===== config.mk =====
export PLATFORM = sky130hd
export DESIGN_NAME = sarray_storec_drain
export DESIGN_NICKNAME = d
export VERILOG_FILES = /design/src/rtl/sarray_storec_drain.sv
export SDC_FILE = /design/constraint.sdc
export NUM_CORES = 2
export LEC_CHECK = 0
export ABC_AREA = 1
export CAP_MARGIN = 10
export CORE_MARGIN = 2
export CORE_UTILIZATION = 59
export DETAILED_ROUTE_END_ITERATION = 8
export PLACE_DENSITY = 0.83
export SLEW_MARGIN = 30
export SYNTH_ARGS = -nofsm -noshare
export SYNTH_HDL_FRONTEND = slang
export SYNTH_SLANG_ARGS = --single-unit

===== constraint.sdc =====
create_clock -name clk -period 29.8 [get_ports clk]
set_input_delay 2.98 -clock clk [delete_from_list [all_inputs] [get_ports clk]]
set_output_delay 2.98 -clock clk [all_outputs]
set_load 0.02 [all_outputs]

===== src/rtl/sarray_storec_drain.sv =====
// Drains C-tile rows from the systolic array bottom edge into a credit-managed FIFO and writes them out.
// Optional build macro: SARRAY_DRAIN_CNT_CHECK_EN enables bot_cnt_i row-tag checking.
module sarray_storec_drain #(
    parameter int DATA_W     = 512,
    parameter int CNT_W      = 8,
    parameter int ADDR_W     = 32,
    parameter int FIFO_DEPTH = 8,
    parameter int ROW_STRIDE = 64
) (
    input  logic              clk,
    input  logic              rst,
    input  logic              start_i,
    input  logic [CNT_W-1:0]  rows_i,
    input  logic [ADDR_W-1:0] base_addr_i,
    output logic              busy_o,
    output logic              done_o,
    output logic              post_storec_valid_o,
    input  logic              bot_valid_i,
    input  logic [CNT_W-1:0]  bot_cnt_i,
    input  logic [DATA_W-1:0] bot_data_i,
    output logic              wr_valid_o,
    input  logic              wr_ready_i,
    output logic [ADDR_W-1:0] wr_addr_o,
    output logic [DATA_W-1:0] wr_data_o,
    output logic              err_o
);

    localparam int PTR_W = $clog2(FIFO_DEPTH);
    localparam int OCC_W = PTR_W + 1;

    typedef enum logic [1:0] {IDLE, ISSUE, WAIT, FIN} state_t;

    state_t            state, state_next;
    logic [CNT_W-1:0]  rows_q, req_cnt, rx_cnt, wr_cnt;
    logic [ADDR_W-1:0] base_q;
    logic [DATA_W-1:0] mem [FIFO_DEPTH];
    logic [PTR_W-1:0]  wr_ptr, rd_ptr;
    logic [OCC_W-1:0]  occ;
    logic              err_q;

    logic [CNT_W-1:0]  inflight;
    logic [CNT_W:0]    committed;
    logic              fifo_full, fifo_empty;
    logic              push, pop, issue, accept_start, rx_live, drop, tag_bad;

    assign accept_start = (state == IDLE) && start_i;
    assign fifo_full    = (occ == OCC_W'(FIFO_DEPTH));
    assign fifo_empty   = (occ == '0);
    assign pop          = !fifo_empty && wr_ready_i;
    assign rx_live      = bot_valid_i && (state != IDLE);
    assign push         = rx_live && (!fifo_full || pop);
    assign drop         = bot_valid_i && !push;

    // Slots already spoken for: buffered rows plus rows requested but not yet returned.
    // The array cannot stall, so a request only goes out when a slot is guaranteed.
    assign inflight  = req_cnt - rx_cnt;
    assign committed = {1'b0, inflight} + (CNT_W+1)'(occ);
    assign issue     = (state == ISSUE) && (req_cnt < rows_q) &&
                       (committed < (CNT_W+1)'(FIFO_DEPTH));

`ifdef SARRAY_DRAIN_CNT_CHECK_EN
    assign tag_bad = rx_live && (bot_cnt_i != rx_cnt);
`else
    logic unused_cnt;
    assign unused_cnt = ^bot_cnt_i;
    assign tag_bad    = 1'b0;
`endif

    always_comb begin
        state_next = state;
        case (state)
            IDLE:    if (start_i) state_next = (rows_i == '0) ? FIN : ISSUE;
            ISSUE:   if (req_cnt == rows_q) state_next = WAIT;
            WAIT:    if (wr_cnt == rows_q) state_next = FIN;
            FIN:     state_next = IDLE;
            default: state_next = IDLE;
        endcase
    end

    always_ff @(posedge clk) begin
        if (rst) begin
            state   <= IDLE;
            rows_q  <= '0;
            base_q  <= '0;
            req_cnt <= '0;
            rx_cnt  <= '0;
            wr_cnt  <= '0;
            wr_ptr  <= '0;
            rd_ptr  <= '0;
            occ     <= '0;
            err_q   <= 1'b0;
        end else begin
            state <= state_next;
            if (accept_start) begin
                rows_q  <= rows_i;
                base_q  <= base_addr_i;
                req_cnt <= '0;
                rx_cnt  <= '0;
                wr_cnt  <= '0;
                err_q   <= 1'b0;
            end else begin
                if (issue)          req_cnt <= req_cnt + 1'b1;
                if (rx_live)        rx_cnt  <= rx_cnt + 1'b1;
                if (pop)            wr_cnt  <= wr_cnt + 1'b1;
                if (drop || tag_bad) err_q  <= 1'b1;
            end
            if (push) wr_ptr <= wr_ptr + 1'b1;
            if (pop)  rd_ptr <= rd_ptr + 1'b1;
            if (push && !pop)      occ <= occ + 1'b1;
            else if (pop && !push) occ <= occ - 1'b1;
        end
    end

    // Row storage carries no reset; the head is masked while the FIFO is empty.
    always_ff @(posedge clk) begin
        if (push) mem[wr_ptr] <= bot_data_i;
    end

    assign busy_o              = (state != IDLE);
    assign done_o              = (state == FIN);
    assign post_storec_valid_o = issue;
    assign wr_valid_o          = !fifo_empty;
    assign wr_data_o           = fifo_empty ? '0 : mem[rd_ptr];
    assign wr_addr_o           = base_q + ADDR_W'(wr_cnt) * ADDR_W'(ROW_STRIDE);
    assign err_o               = err_q;

endmodule


==> summary.md <==
| Metric | Value |
|---|---|
| Crit end category | `output port` |
| Synth Area in XOR/XNOR | `0.002049` |
| Synth top area share | `0.7573` |
| Final ANT Viol Nets | `0` |
| TritonCTS clock tree | `yes` |
| Root Buffer Master | `clkbuf_16` |
| Period minus WS final | `10.72 ns` |
| Slew @ Worst Pin | `1.200 ns` |
| Antenna violations before repair | `154` |
| CTS Buf Count | `406` |
| Global route total overflow | `0` |
| Top post-synthesis cells by area | `edfxtp_1, nor2_1, o21ai_0, a31oi_1, o22ai_1` |
| Final period util | `0.3597` |
| Outcome | `complete, no violations` |
| Number of clock sinks | `4176` |
| RSZ-0062 raised after global routing | `false` |
| Post-CTS Hold Buffers | `0` |
| # setup viols final | `0` |
| Clock edge transition at the registers on the reported setup and hold paths | `0.06 ns` |
| Fin util | `0.6902` |
| Crit path launch type | `flip-flop` |
| Pins Over Slew Limit | `0` |
| Number of port buffers | `1105` |
| Drt total wl | `429100 microns` |
| Layout cell share with drive strength beyond 1 | `0.05552` |
| DR pass1 iterations | `7` |
| Synthesized-area fraction occupied by adder cells | `0.003297` |
| Metal-1 WL | `148700 microns` |
| Peak VDD IR | `0.09916 mV` |
| DR top layer | `met5` |
| Final Hold Viols | `0` |
| CP cell instances | `inv_8, buf_12, buf_4, buf_4, buf_4, buf_4, o21ai_0, o22ai_1, o21ai_1, a31oi_1, clkdlybuf4s50_1` |
| Commonest cells after routing, fill and taps aside | `edfxtp_1, nor2_1, o21ai_0` |
| Post-synthesis mux area share | `0` |
| Worst slew margin | `0.1998` |
| H-Tree Level Count | `5` |
| Ys Warns | `0` |
| Syn Area/Cell | `13.21 sq um` |
| Post-CTS Resized | `0` |
| Hold/Removal Path Class | `reg -> reg` |
| Synth Area in Compound Gates | `0.1220` |
| Combinational family with the most area after synthesis | `compound AO/OA/AOI/OAI gates` |
| Area growth syn-to-layout | `16.27%` |
| Reg2reg end | `mem[0][320]` |
| Syn Nets | `12900` |
| Final Cell Area | `188900 sq um` |
| Starting Density | `0.5936` |
| DP Wirelength | `228600 microns` |
| Avg WL per Cell | `25.05 microns` |
| Worst Clk Skew | `0.05664 ns` |
| Rows | `192` |
| DRC | `0` |
| Die area | `279500 sq um` |
| Slowest stage delay, CP | `0.84 ns` |
| WHS | `0.4548 ns` |
| Worst skew pair latency | `0.94 ns` |
| Vias | `107200` |
| Metal3 WL | `56760 microns` |
| Die width | `528.7 microns` |
| Mapped Area | `162400 sq um` |
| Die Ht | `528.7 microns` |
| Most common cell after layout, fill and taps aside | `edfxtp_1` |
| R2R cell count | `13` |
| Core footprint | `273600 sq um` |
| Setup Buffers After CTS | `0` |
| Met2 routed WL | `200800 microns` |
| Starting DRT DRC Count | `14220` |
| Post-placement cell area | `175700 sq um` |
| Crit path to | `wr_data_o[298]` |
| Cells after Synth | `12290` |
| CP Max Fanout | `164` |
| Critical-path top delay cell | `buf_4` |
| IO Count | `1114` |
| Largest net degree at the start of global routing | `260` |
| Reg-to-Reg Start | `state[0]` |
| Synth cell types | `40` |
| Leak | `61.18 nW` |
| Seq/Total Area, Yosys | `0.7671` |
| Nets | `13710` |
| R2R Setup Slk | `23.35 ns` |
| Pwr per Cell Area | `93.80 nW/um^2` |
| Simple-gate share of the synthesized area | `0.07904` |
| Total GRT Usage | `0.2961` |
| Post-synth top area cell | `edfxtp_1` |
| CP arrival | `7.74 ns` |
| First-pass GRT wire length | `624600 microns` |
| Setup TNS Final | `0 ns` |
| Clk buf depth | `4` |
| Via density | `6.257` |
| GP Congestion | `0.8576` |
| Synth Register Bits | `4176` |
| CP Data Required Time | `26.82 ns` |
| Cell mode on critical path | `buf_4` |
| Setup Crit Path Kind | `reg -> out` |
| Number of global-route vias before repair | `102000` |
| Fmax | `93.29 MHz` |
| Max Cap Viol | `0` |
| PnR Total Power | `17.71 mW` |
[kinds of logic (layout without fill, tap and decap cells)]
kind of cell | after synthesis | in the layout
simple gates | 3376 | 3376
fa+ha+maj | 41 | 41
flops | 4176 | 4176
buf+inv | 964 | 2090
compound gates | 3698 | 3698
xor+xnor | 38 | 38
other cells | 0 | 118
[per-stage QoR]
step	cells	worst slack, ns
floorplan	12290	3.723
global placement	16280	19.49
detailed placement	16280	19.48
CTS	17000	18.38
global route	17080	18.87
finish	17130	19.08
[flip-flops by register name, indices dropped and copies added, names as in the netlist, named ones only]
| signal | cells |
|---|---|
| req_cnt | 8 |
| wr_ptr | 3 |
| err_o | 1 |
| rx_cnt | 8 |
| mem | 4096 |
| wr_cnt | 8 |
| state | 2 |
| rows_q | 8 |
| occ | 4 |
| base_q | 32 |
| rd_ptr | 3 |
[worst max-delay path, delay by kind of cell, from the launching register on]
kind	cells	cell delay, ns
AOI/OAI and AO/OA	4	0.94
DFF	1	0.53
buffers and inverters	7	4.95
[worst min path at each step]
| stage | startpoint | to | slack (ns) | depth (start not counted) |
|---|---|---|---|---|
| detailed placement | rd_ptr[2] | flip-flop | 0.44 | 2 |
| floorplan | rd_ptr[2] | flip-flop | 0.43 | 2 |
| CTS | rd_ptr[2] | flip-flop | 0.45 | 2 |
| finish | rd_ptr[2] | flip-flop | 0.45 | 2 |
| global route | rd_ptr[2] | flip-flop | 0.48 | 2 |
| global placement | rd_ptr[2] | flip-flop | 0.44 | 2 |
[cell type report]
type	count	area, sq um
fill	16680	84770
tap	3589	4491
sequential	4176	124600
clock inverter	229	2152
clock buffer	496	10590
multi-input combinational	7153	33590
inverter	91	369.1
timing repair buffer	1274	12750
antenna	118	295.3
[cells in the mapped netlist]
cell type,n
dfxtp_1,80
nor3b_1,2
o31ai_1,1
o22ai_1,512
nand3b_1,5
nand3_1,28
a32oi_1,1
nor2_2,1
a211oi_1,1
buf_2,221
edfxtp_1,4096
nor3_1,11
inv_2,2
clkinv_1,1
a21boi_1,1
o21ai_0,2097
nand3_2,1
a31oi_1,515
xor2_1,25
a21oi_1,43
fa_1,3
o21ai_1,524
ha_1,38
or2_2,2
nor2_1,3187
buf_6,11
xnor2_1,13
a21o_1,1
nand2_1,117
o21ai_2,1
and3_1,3
clkbuf_1,529
nand4_1,11
buf_4,87
nor4_1,3
a41oi_1,1
nor3_2,3
nor2_4,2
buf_1,25
inv_1,88
[metal layers]
| metal | track usage | vias to the layer above |
|---|---|---|
| met3 | 0.08701 | 1120 |
| met4 | 0.1628 | 94 |
| met5 | 0 | - |
| met2 | 0.4615 | 7029 |
| met1 | 0.3750 | 51720 |
| li1 | - | 47200 |
[power breakdown]
| part | switching [mW] | total, mW | internal [mW] |
|---|---|---|---|
| clock | 2.16 | 4.93 | 2.77 |
| sequential | 0.101 | 6.88 | 6.78 |
| combinational | 3.97 | 5.90 | 1.94 |
| total | 6.23 | 17.7 | 11.5 |
No activity file was read; power rests on OpenSTA's default activity.
